<file path="src/rtl/fetch_decode_fsm.sv">
// Instruction fetch/decode sequencer: walks PC->MAR->memory->MDR->IR,
// latches the opcode fields and hands the instruction to one execute unit.
module fetch_decode_fsm #(
  parameter int         IW       = 18,
  parameter int         NOPS     = 8,
  parameter int         MEM_WAIT = 2,
  parameter logic [5:0] HALT_OP  = 6'h3F
) (
  input  logic            clk,
  input  logic            rst,
  input  logic            run,
  input  logic [IW-1:0]   bus_in,
  input  logic [NOPS-1:0] exec_done,
  output logic            PCOutEn,
  output logic            MARin,
  output logic            EN,
  output logic            RW,
  output logic            MDROutEn,
  output logic            IRin,
  output logic            PCinc,
  output logic            donefetch,
  output logic [NOPS-1:0] start,
  output logic [5:0]      opcode,
  output logic [5:0]      parameter1,
  output logic [5:0]      parameter2,
  output logic            halted,
  output logic            illegal
);

  localparam int OPW = (NOPS > 1) ? $clog2(NOPS) : 1;
  localparam int CW  = (MEM_WAIT > 1) ? $clog2(MEM_WAIT) : 1;

  typedef enum logic [2:0] {
    S_IDLE, S_MAR, S_RD, S_LDIR,
    S_DEC, S_EXEC, S_HALT, S_ERR
  } state_t;

  state_t          r_state;
  state_t          w_next;
  logic [CW-1:0]   r_cnt;
  logic [CW-1:0]   w_cnt_nxt;
  logic [OPW-1:0]  w_sel;
  logic            w_legal;
  logic            w_done;
  logic [NOPS-1:0] w_start_nxt;

  assign w_sel   = opcode[OPW-1:0];
  assign w_legal = (opcode < 6'(NOPS));
  assign w_done  = exec_done[w_sel];

  always_comb begin
    w_next    = r_state;
    w_cnt_nxt = '0;
    unique case (r_state)
      S_IDLE: if (run) w_next = S_MAR;
      S_MAR:  w_next = S_RD;
      S_RD: begin
        if (r_cnt == CW'(MEM_WAIT - 1)) w_next = S_LDIR;
        else w_cnt_nxt = r_cnt + 1'b1;
      end
      S_LDIR: w_next = S_DEC;
      S_DEC: begin
        if (w_legal)               w_next = S_EXEC;
        else if (opcode == HALT_OP) w_next = S_HALT;
        else                       w_next = S_ERR;
      end
      S_EXEC: if (w_done) w_next = run ? S_MAR : S_IDLE;
      S_HALT: w_next = S_HALT;
      S_ERR:  w_next = S_ERR;
      default: w_next = S_IDLE;
    endcase
  end

  // opcode is already latched by DEC, so start can be decoded from it
  always_comb begin
    w_start_nxt = '0;
    if (w_next == S_EXEC) w_start_nxt = NOPS'(1) << w_sel;
  end

  always_ff @(posedge clk) begin
    if (rst) begin
      r_state    <= S_IDLE;
      r_cnt      <= '0;
      PCOutEn    <= 1'b0;
      MARin      <= 1'b0;
      EN         <= 1'b0;
      RW         <= 1'b0;
      MDROutEn   <= 1'b0;
      IRin       <= 1'b0;
      PCinc      <= 1'b0;
      donefetch  <= 1'b0;
      start      <= '0;
      opcode     <= '0;
      parameter1 <= '0;
      parameter2 <= '0;
      halted     <= 1'b0;
      illegal    <= 1'b0;
    end else begin
      r_state   <= w_next;
      r_cnt     <= w_cnt_nxt;
      PCOutEn   <= (w_next == S_MAR);
      MARin     <= (w_next == S_MAR);
      EN        <= (w_next == S_RD);
      RW        <= (w_next == S_RD);
      MDROutEn  <= (w_next == S_LDIR);
      IRin      <= (w_next == S_LDIR);
      PCinc     <= (w_next == S_DEC);
      donefetch <= (w_next == S_DEC);
      start     <= w_start_nxt;
      halted    <= (w_next == S_HALT);
      illegal   <= (w_next == S_ERR);
      // these registers are the IR: captured as MDR is driven onto the bus
      if (w_next == S_DEC) begin
        opcode     <= bus_in[IW-1:IW-6];
        parameter1 <= bus_in[11:6];
        parameter2 <= bus_in[5:0];
      end
    end
  end

endmodule

</file>
<file path="config.mk">
export PLATFORM = sky130hd
export DESIGN_NAME = fetch_decode_fsm
export DESIGN_NICKNAME = d
export VERILOG_FILES = /design/src/rtl/fetch_decode_fsm.sv
export SDC_FILE = /design/constraint.sdc
export NUM_CORES = 1
export LEC_CHECK = 0
export ABC_CLOCK_PERIOD_IN_PS = 1900
export CORE_ASPECT_RATIO = 0.8
export CORE_MARGIN = 8
export CORE_UTILIZATION = 37
export DETAILED_ROUTE_END_ITERATION = 16
export PLACE_DENSITY = 0.78
export SLEW_MARGIN = 20
export SYNTH_ARGS = -nofsm -noshare
export SYNTH_HDL_FRONTEND = slang
export SYNTH_SLANG_ARGS = --single-unit
export TNS_END_PERCENT = 1
</file>
<file path="constraint.sdc">
create_clock -name clk -period 1.9 [get_ports clk]
set_clock_uncertainty 0.2 [all_clocks]
set_input_delay 0.57 -clock clk [delete_from_list [all_inputs] [get_ports clk]]
set_output_delay 0.57 -clock clk [all_outputs]
set_load 0.02 [all_outputs]
</file>
==> flow_summary.yaml, run 1 <==
outcome:
  status: "finished with violations"
  violations: "setup timing"
sta:
  rsz0062_at_grt: "true"
  period_minus_slack_ps: 2010
  fin_crit_sh_pct: 106
  timing.slew.headroom_pct: 77.2
  tightest_slew_ps: 341
  max_clock_freq_ghz: 0.497
  setup_violations: 1
  tns_ps: -112
  whs_ps: 222
  slew_violations: 0
  hold_viol_final: 0
  finalWorstSetupSlack_ps: -112
critical_path:
  arrival_ps: 2010
  path_class: "flop to flop"
  critPathSlowestCell: "or4_4"
  cpPeakStageDelay_ps: 550
  required_ps: 1900
  end_kind: "flop"
  start_kind: "flop"
  critPathTopFamily: "simple AND/OR/NAND/NOR gates"
  worstPathMaxFanout: 7
  r2r-end: "start[2]$_SDFF_PP0_"
  ff2ff_path_depth: 6
  cp_cell_sequence: "or4_4, nand3_4, o211a_4, o2111ai_4, buf_12, nor4_4"
  r2r_slack_ps: -110
  r2r-start: "opcode[5]$_SDFFE_PP0P_"
  path_buf_inv: 1
floorplanning:
  rows: 20
  die-area_mm2: 0.00614
  die_x_um: 85.7
  dieHeight_um: 71.7
  core_area_mm2: 0.00375
  start_util_pct: 38.3
  ios: 65
clocking:
  cts_root_buffer: "clkbuf_8"
  clk_pin_slew_ps: 70
  clock_latency_ps: 290
  clk_path_buf_depth: 2
  postCtsHoldBufs: 0
  cts_made_buffers: 5
  numClockSinks: 36
  cts_max_level: 2
  cts_tree: "done"
layout:
  fin_area_mm2: 0.00243
  syn_to_final_growth_pct: 69.2
  drive_gt1_share_pct: 22.6
  final_core_util_pct: 64.7
  stdcell_count: 283
  final_nets: 267
  antennaDiodeCount: 0
power_and_ir_drop:
  finalPower_mw: 2.01
  powerDensity_mw_per_mm2: 826
  leakage_nw: 1.08
  peakVddDrop_mv: 0.559
synthesis:
  synth_common_cells: "nand2_1 (40), dfxtp_1 (36), a21oi_1 (19), nor2_1 (10), clkbuf_1 (6)"
  synth.area.top_cells: "dfxtp_1 (50%), nand2_1 (10%), a21oi_1 (6.6%), nor4_2 (3.5%), mux2i_1 (2.8%)"
  ys.flop_type: "dfxtp_1"
  synth_edf_count: 0
  ys_async_sr_fraction_pct: 0
  yosys.area.top_type_share_pct: 50.2
  synth_cell_type_count: 32
  synthCells: 158
  synthesis.nets: 187
  yosys.area.top_type: "dfxtp_1"
  syn_area_per_cell_um2: 9.09
  ys_warn_count: 0
  ys_ff_latch: 36
  seq_area_frac_synth_pct: 50.2
  synth.most_common_cell: "nand2_1"
  synth_area_mm2: 0.00144
grt:
  grt_max_degree: 20
  grt_pass1_vias: 1349
  grt_usage_pct: 12.2
  grt_first_pass_wirelength_um: 5980
  antenna_found_initial: 0
  grt-ovfl-total: 0
drt:
  ant_nets: 0
  num_vias: 1372
  viasPerCell: 4.85
  routed_wl_um: 4140
  dr.pass1.iters: 4
  drt_iter0_markers: 32
  routedWlPerCell_um: 14.6
  route.detailed.drc: 0
hold_path:
  hold_class: "flop to flop"
  worstHoldStart: "r_cnt$_SDFF_PP0_"
  hold_end: "r_cnt$_SDFF_PP0_"
  timing.hold.worst_path_depth: 1
placement:
  dpl_cell_area_mm2: 0.00218
  gp_congestion: 0.813
  hpwl_um: 2810
  placement.io_buffers: 64
  pre_cts_ws_ps: -467
  numPlacedInstances: 268
run:
  drv_cap: 0
==> layer usage <==
layer | GRT usage [%] | up-vias | wire, um
li1 | - | 693 | -
met4 | 3.88 | 0 | 56
met2 | 17.9 | 57 | 1750
met5 | 0 | - | 0
met1 | 13.2 | 616 | 1740
met3 | 9.37 | 6 | 589
==> where the power goes <==
part	internal, mW	switching, mW	leakage [nW]	total [mW]
clock network	0.463	0.273	0.0645	0.736
logic	0.230	0.219	0.722	0.449
registers	0.791	0.0304	0.294	0.822
total	1.48	0.522	1.08	2.01
==> worst max path at each step <==
stage	end	slack (ps)	cells after the start	startpoint
after floorplan	start[0]$_SDFF_PP0_	6	6	opcode[1]$_SDFFE_PP0P_
after global placement	start[2]$_SDFF_PP0_	-410	5	run
after detailed placement	start[2]$_SDFF_PP0_	-470	5	run
after CTS	start[0]$_SDFF_PP0_	-110	6	exec_done[3]
after global routing	start[2]$_SDFF_PP0_	-170	8	exec_done[6]
final	start[2]$_SDFF_PP0_	-110	6	opcode[5]$_SDFFE_PP0P_
==> kinds of logic (layout without fill, tap and decap cells) <==
family,count (synthesis),after routing,synth area share (%)
and+or+nand+nor,76,76,27.7
DFF,36,36,50.2
muxes,4,4,2.79
AOI/OAI and AO/OA,28,28,14.5
buffers and inverters,14,95,4.88
==> layout by cell type (no fill, tap or decap), types with 2 or more instances in the layout <==
cell type / n
clkdlybuf4s50_1: 19
nand4_1: 2
nor3_1: 3
nand2_1: 39
dlymetal6s2s_1: 6
buf_4: 21
dfxtp_2: 4
nand2b_1: 5
dfxtp_1: 31
nor3_2: 2
nor4_4: 3
nor2_1: 10
a21oi_1: 19
dlygate4sd2_1: 38
clkbuf_8: 7
mux2i_1: 4
==> cell type report <==
class                      instances  area [um^2]
fill                             324         1320
timing repair buffer              86          786
sequential                        36          729
multi-input combinational        108          729
clock buffer                       7         96.3
tap                               44         55.1
clock inverter                     1         30.0
inverter                           1         3.75
==> timing repair <==
action	CTS	global route
gates resized for setup	42	23
setup buffers	0	7
setup endpoints to repair	49	13
pin swaps	4	11
==> registers in the layout, summed over array words and instances (netlist names) <==
name / cells
start: 8
opcode: 6
parameter1: 6
parameter2: 6
r_state: 3
IRin: 1
MARin: 1
RW: 1
donefetch: 1
halted: 1
illegal: 1
r_cnt: 1
No activity file was read; power rests on OpenSTA's default activity.
==> run 2: changes to the inputs <==
==> constraint.sdc (replaced) <==
create_clock -name clk -period 1.9 [get_ports clk]
set_clock_uncertainty 0.2 [all_clocks]
set_input_delay 0.38 -clock clk [delete_from_list [all_inputs] [get_ports clk]]
set_output_delay 0.38 -clock clk [all_outputs]
set_load 0.02 [all_outputs]
==> run 2 against run 1 <==
Register-to-register slack better by 120 ps. Cell area decreased by 2.3%. Sequential share of layout area grew 0.66 points. Total power fell by 9.0%. Cell count is 0.71% lower. Wire length shrank 2.1%. The flow now finishes without violations. Hold slack better by 11 ps. Critical path type unchanged. Global-route usage increased by 1.0 points. Largest cell class unchanged.
==> flow_summary.yaml, run 2 (synthesis gave the netlist of run 1 again) <==
critical_path:
  critPathSlowestCell: "or4_4"
  critPathTopFamily: "simple AND/OR/NAND/NOR gates"
  cp_cell_sequence: "or4_4, nand3_4, o211a_4, o2111ai_4, buf_12, nor4_2"
  end_kind: "flop"
  start_kind: "flop"
  path_class: "flop to flop"
  cpPeakStageDelay_ps: 560
  worstPathMaxFanout: 6
  required_ps: 1900
  path_buf_inv: 1
  arrival_ps: 1900
clocking:
  cts_max_level: 2
  cts_made_buffers: 5
  cts_root_buffer: "clkbuf_8"
  clk_pin_slew_ps: 70
  clock_latency_ps: 290
  cts_tree: "done"
  clk_path_buf_depth: 2
  numClockSinks: 36
  postCtsHoldBufs: 0
sta:
  whs_ps: 232
  period_minus_slack_ps: 1890
  hold_viol_final: 0
  rsz0062_at_grt: "true"
  timing.slew.headroom_pct: 75.2
  fin_crit_sh_pct: 99.6
  max_clock_freq_ghz: 0.528
  slew_violations: 0
  tightest_slew_ps: 370
  finalWorstSetupSlack_ps: 7.62
  setup_violations: 0
grt:
  grt_pass1_vias: 1360
  met1_usage_pct: 13.5
  antenna_found_initial: 0
  grt_first_pass_wirelength_um: 6310
  use_met2_pct: 20.3
  grt_use_met3_pct: 9.03
  grt_max_degree: 20
  grt-ovfl-total: 0
  grt_usage_pct: 13.2
  grt-busiest-layer: "met2"
drt:
  dr.pass1.iters: 4
  route.detailed.drc: 0
  drt_iter0_markers: 51
  viasPerCell: 4.94
  ant_nets: 0
  num_vias: 1388
  routedWlPerCell_um: 14.4
  routed_wl_um: 4050
floorplanning:
  die_x_um: 85.7
  core_area_mm2: 0.00375
  start_util_pct: 38.3
  rows: 20
  ios: 65
  dieHeight_um: 71.7
  die-area_mm2: 0.00614
outcome:
  status: "finished clean"
placement:
  gp_congestion: 0.828
  placement.io_buffers: 64
  dpl_cell_area_mm2: 0.00218
  pre_cts_ws_ps: -278
  hpwl_um: 3010
power_and_ir_drop:
  powerDensity_mw_per_mm2: 769
  finalPower_mw: 1.82
  peakVddDrop_mv: 0.490
  leakage_nw: 0.851
layout:
  final_nets: 265
  fin_area_mm2: 0.00237
  drive_gt1_share_pct: 19.8
  syn_to_final_growth_pct: 65.2
  largest_register_ff_count: 8
  regMostFlops: "start"
  final_common_cell: "clkdlybuf4s50_1"
  antennaDiodeCount: 0
  final_cell_mix: "clkdlybuf4s50_1 (57), nand2_1 (40), dfxtp_1 (32)"
hold_path:
  hold_class: "flop to flop"
run:
  drv_cap: 0
-- run 2: cell types whose count changed in the layout (fill, tap and decap cells not counted), sizes merged --
cell	change
clkdlybuf4s50	+38
dlygate4sd2	-32
dlymetal6s2s	-5
buf	-2
clkinv	+2
bufinv	-1
clkbuf	-1
clkdlybuf4s15	-1
-- run 2: final cells by class --
cell class,count,area [um^2]
clock buffer,6,82.6
multi-input combinational,108,696
tap,44,55.1
fill,319,1380
timing repair buffer,84,798
inverter,1,3.75
sequential,36,728
clock inverter,2,10.0
-- run 2: path summary, 6_finish.rpt --
kind / end / depth (start not counted) / slack, ps / start
min reg2reg: r_cnt$_SDFF_PP0_ / 1 / 230 / r_cnt$_SDFF_PP0_
min: r_cnt$_SDFF_PP0_ / 1 / 230 / r_cnt$_SDFF_PP0_
max: start[4]$_SDFF_PP0_ / 6 / 8 / opcode[4]$_SDFFE_PP0P_
max reg2reg: start[4]$_SDFF_PP0_ / 6 / 8 / opcode[4]$_SDFFE_PP0P_
-- run 2: stage by stage --
step | utilization, % | setup TNS (ps) | cells
floorplan | - | 0 | 158
global placement | 58.2 | -2280 | 268
detailed placement | 58.2 | -2880 | 268
CTS | 60.5 | -29.3 | 276
global route | 63.2 | -356 | 281
finish | 63.2 | 0 | 281
-- run 2: where the power goes --
group | internal, mW | total [mW] | switching [mW]
combinational | 0.232 | 0.440 | 0.208
clock | 0.289 | 0.564 | 0.274
sequential | 0.791 | 0.821 | 0.0298
-- run 2: layer usage --
metal | vias up | share of wire, %
li1 | 691 | -
met5 | - | 0
met4 | 0 | 1.8
met3 | 8 | 13
met1 | 635 | 40
met2 | 54 | 45
-- run 2: repair_timing --
item / in CTS / in global routing
resized for setup: 6 / 13
buffers inserted: 0 / 5
hold endpoints to repair: 0 / 0
endpoints found under the setup margin: 11 / 14
pin swaps: 2 / 7
